--- src/rtl/cmd_cntrl.sv ---
// Command/destination controller ahead of motion_cntrl: accepts UART commands and
// barcode station IDs, drives the go enable, and sounds the obstacle buzzer.
module cmd_cntrl #(
    parameter int BUZZ_DIV = 12500
) (
    input  logic       clk,
    input  logic       rst,
    input  logic [7:0] cmd,
    input  logic       cmd_rdy,
    output logic       clr_cmd_rdy,
    input  logic [7:0] ID,
    input  logic       ID_vld,
    output logic       clr_ID_vld,
    input  logic       OK2Move,
    output logic       go,
    output logic       in_transit,
    output logic       buzz,
    output logic       buzz_n
);

    localparam int CNT_W = $clog2(BUZZ_DIV);
    localparam logic [CNT_W-1:0] CNT_LAST = CNT_W'(BUZZ_DIV - 1);
    localparam logic [1:0] OP_STOP = 2'b00;
    localparam logic [1:0] OP_GO   = 2'b01;

    typedef enum logic {
        IDLE   = 1'b0,
        MOVING = 1'b1
    } state_t;

    state_t           state_q, state_d;
    logic [5:0]       dest_id_q, dest_id_d;
    logic [CNT_W-1:0] buzz_cnt_q, buzz_cnt_d;
    logic             buzz_q, buzz_d;
    logic             buzz_en;
    logic             id_match;

    // An ID only counts as an arrival when its upper bits are clear.
    assign id_match = (ID[7:6] == 2'b00) && (ID[5:0] == dest_id_q);

    always_comb begin
        state_d     = state_q;
        dest_id_d   = dest_id_q;
        clr_cmd_rdy = 1'b0;
        clr_ID_vld  = 1'b0;
        if (!rst) begin
            if (cmd_rdy) begin
                // Commands take priority; a pending ID waits for a cmd-free cycle.
                clr_cmd_rdy = 1'b1;
                if (cmd[7:6] == OP_GO) begin
                    dest_id_d = cmd[5:0];
                    state_d   = MOVING;
                end else if ((cmd[7:6] == OP_STOP) && (state_q == MOVING)) begin
                    state_d = IDLE;
                end
            end else if (ID_vld) begin
                clr_ID_vld = 1'b1;
                if ((state_q == MOVING) && id_match) begin
                    state_d = IDLE;
                end
            end
        end
    end

    assign in_transit = (state_q == MOVING);
    assign go         = in_transit & OK2Move;
    assign buzz_en    = in_transit & ~OK2Move;

    always_comb begin
        buzz_cnt_d = '0;
        buzz_d     = 1'b0;
        if (buzz_en) begin
            if (buzz_cnt_q == CNT_LAST) begin
                buzz_cnt_d = '0;
                buzz_d     = ~buzz_q;
            end else begin
                buzz_cnt_d = buzz_cnt_q + 1'b1;
                buzz_d     = buzz_q;
            end
        end
    end

    always_ff @(posedge clk) begin
        if (rst) begin
            state_q    <= IDLE;
            dest_id_q  <= 6'h00;
            buzz_cnt_q <= '0;
            buzz_q     <= 1'b0;
        end else begin
            state_q    <= state_d;
            dest_id_q  <= dest_id_d;
            buzz_cnt_q <= buzz_cnt_d;
            buzz_q     <= buzz_d;
        end
    end

    assign buzz   = buzz_q;
    assign buzz_n = ~buzz_q;

endmodule

--- config.mk ---
export PLATFORM = sky130hd
export DESIGN_NAME = cmd_cntrl
export DESIGN_NICKNAME = d
export VERILOG_FILES = /design/src/rtl/cmd_cntrl.sv
export SDC_FILE = /design/constraint.sdc
export NUM_CORES = 1
export LEC_CHECK = 0
export CAP_MARGIN = 20
export CORE_ASPECT_RATIO = 2
export CORE_MARGIN = 2
export CORE_UTILIZATION = 25
export DETAILED_ROUTE_END_ITERATION = 10
export GPL_TIMING_DRIVEN = 0
export PLACE_DENSITY = 0.59
export SLEW_MARGIN = 30
export SYNTH_ARGS = -nofsm -noshare
export SYNTH_HDL_FRONTEND = slang
export SYNTH_SLANG_ARGS = --single-unit
--- constraint.sdc ---
create_clock -name clk -period 2.9 [get_ports clk]
set_clock_uncertainty 0.1 [all_clocks]
set_input_delay 0.435 -clock clk [delete_from_list [all_inputs] [get_ports clk]]
set_output_delay 0.435 -clock clk [all_outputs]
set_load 0.01 [all_outputs]
==> impl_results.md <==
- Outcome: finished clean
- TritonCTS Buffers: 3
- Dpl hpwl: 1.72 mm
- Crit path DAT: 1.68 ns
- Fmax: 0.451 GHz
- Place WS: 0.682 ns
- Clock transition at path regs: 0.08 ns
- Req. time, crit path: 2.37 ns
- CTS tree: built
- GPL Wtd Cong: 0.817
- Worst vdd ir: 0.265 mV
- RSZ-0062 raised after global routing: false
- Worst skew pair latency: 0.26 ns
- Critical Path Fanout Max: 5
- Main area contributors after synthesis: dfxtp_1 (44%), xnor2_1 (10%), nor2_1 (8.6%), xor2_1 (6.1%), mux2i_1 (5.9%)
- Overall routing resource usage: 10.6%
- DIE HEIGHT: 93.9 um
- Pleak: 0.000486 uW
- Most numerous cell on the critical path: clkdlybuf4s50_1
- Syn nets: 132
- Initial Util: 26.0%
- Drt total wl: 2.14 mm
- Setup bufs post-CTS: 0
- Setup CP Type: input port to output pin
- Iteration-0 DRC Markers: 2
- Final Net Count: 162
- First-pass GRT wire length: 3.71 mm
- CP top delay family: buffers and inverters
- Worst setup EP type: output pin
- Final Hold Fails: 0
- Dpl cells: 186
- Drt via density: 4.37
- Vias in the first global route: 873
- Critical path cell sequence: clkdlybuf4s50_1 -> nor2b_1 -> clkdlybuf4s50_1
- Hold_buf cts: 0
- Crit share post-route: 76.4%
- DRC: 0
- Largest area contributor in the netlist: dfxtp_1
- Sequential area share after synthesis: 43.6%
- Max Slew Vio Count: 0
- Post-CTS sizing: 0
- Pwr dens: 420 mW/mm2
- Mapped Avg Cell Area: 9.18 um2
- Worst hold path class: flip-flop to flip-flop
- Port Buffer Count: 25
- Total die area: 0.00459 mm2
- Global routing's busiest layer: met2
- Slowest-stage cell, CP: clkdlybuf4s50_1
- Via count: 830
- Worst setup margin: 0.685 ns
- Row Count: 32
- Antenna fix cells: 0
- Top-area cell type share of the netlist area: 43.6%
- Fillers: 431
- Register-to-register setup slack: 0.86 ns
- Clk sinks: 22
- Die width: 48.9 um
- Pin count of the biggest net entering global routing: 13
- Final Util: 35.5%
- Wire per inst: 11.2 um
- H-Tree Depth: 1
- Setup_tns: 0 ns
- Antenna Nets Post-Route: 0
- Post-Syn Area: 0.00101 mm2
- Root Buffer: clkbuf_8
- Grt met2 use: 20.9%
- Slew @ Worst Pin: 0.469 ns
- Slew headroom: 68.7%
- CP Launch Type: input port
- Distinct cells, synth: 28
- Post-Synthesis Cells: 110
- Core area: 0.00388 mm2
- CTS Buffer Depth: 2
- Max-cap violations: 0
- Initial antenna violation count: 0
- Share of cells above drive strength 1: 5.04%
- Finish-stage setup viols: 0
- Synth Register Bits: 22
- Total grt overflow: 0
- Non-filler cells, final: 190
- Area growth syn-to-layout: 36.6%
- Warnings from Yosys: 0
- Max incr delay on CP: 0.55 ns
- Clock period minus final worst setup slack: 2.22 ns
- First-pass DRT Iterations: 4
- Global routing usage on met3: 1.27%
- Io pins: 27
- GR Util met1: 9.60%
- Crit path buf inv count: 2
-- placed cells by master (no fill, tap or decap), types with 3 or more instances in the layout --
cell              n
nor2_1           23
nand3_1           6
dfxtp_1          22
xor2_1            7
nand4_1           4
nand2_1           5
xnor2_1          12
and4_1            3
clkbuf_8          4
mux2i_1           6
clkdlybuf4s50_1  25
-- cell type report --
type / count / area [um2] / share of cell area (%)
Tap cell: 51 / 63.8 / 4.63
Clock buffer: 4 / 55.1 / 3.99
Multi-Input combinational cell: 83 / 543 / 39.4
Sequential cell: 22 / 440 / 31.9
Timing Repair Buffer: 25 / 250 / 18.1
Inverter: 2 / 7.51 / 0.544
Buffer: 3 / 18.8 / 1.36
-- worst register-to-register path, stage by stage, from the launching register on --
cell and delay (ns):
dfxtp_1 0.37, or4_1 0.55, or4_4 0.56, nand3_2 0.15
buf_6 0.15, nor2_1 0.06
-- layer usage --
layer | part of all wire (%) | vias to the layer above
met4 | 2.0 | 0
met3 | 4.0 | 2
met1 | 36 | 372
met5 | 0 | -
met2 | 58 | 24
li1 | - | 432
-- cell families (layout without fill, tap and decap cells) --
group	count (synthesis)	after routing	share of synthesized area [%]
flip-flops	22	22	43.6
AND/OR/NAND/NOR	55	55	28.9
multiplexers	6	6	5.95
adder cells (fa/ha/maj)	1	1	1.24
AO/OA/AOI/OAI	2	2	1.24
XOR/XNOR	19	19	16.5
buffers and inverters	5	34	2.60
-- Yosys cell counts, drive strengths merged --
library cell  instances
buf                   1
nand3b                1
mux2i                 6
and2                  1
ha                    1
inv                   2
nor3                  1
o211ai                1
xor2                  7
and4                  3
and3                  2
a21oi                 1
nand2b                1
nor2b                 1
nor3b                 1
xnor2                12
nand3                 7
nor4b                 1
dfxtp                22
or4b                  1
or4                   2
nor2                 23
nand4                 4
clkbuf                2
nor4                  1
nand2                 5
-- per-stage QoR --
stage | instance area [um2] | hold WS, ns | power, uW
3_5_place_dp | 1320 | 0.357 | 371
3_3_place_gp | 1320 | 0.339 | 370
5_1_grt | 1380 | 0.406 | 607
2_1_floorplan | 1010 | 0.326 | 336
6_report | 1380 | 0.365 | 580
4_1_cts | 1380 | 0.376 | 591
-- registers in the layout, summed over array words and instances, names as in the netlist --
signal and flops:
buzz_cnt_q 14, in_transit 1, buzz 1, dest_id_q 6
-- worst paths after layout --
kind / start / endpoint / cells after the start
worst min register to register: buzz_cnt_q[0] / buzz_cnt_q[0] / 1
worst max register to register: buzz_cnt_q[8] / buzz_cnt_q[3] / 5
worst max-delay path: cmd_rdy / clr_cmd_rdy / 3
worst min-delay path: buzz_cnt_q[0] / buzz_cnt_q[0] / 1
-- where the power goes --
| part | total, uW | internal (uW) | switching [uW] |
|---|---|---|---|
| clock network | 216 | 121 | 95.6 |
| logic | 54.8 | 37.6 | 17.3 |
| registers | 308 | 305 | 3.00 |
(Power assumes the default switching activity.)
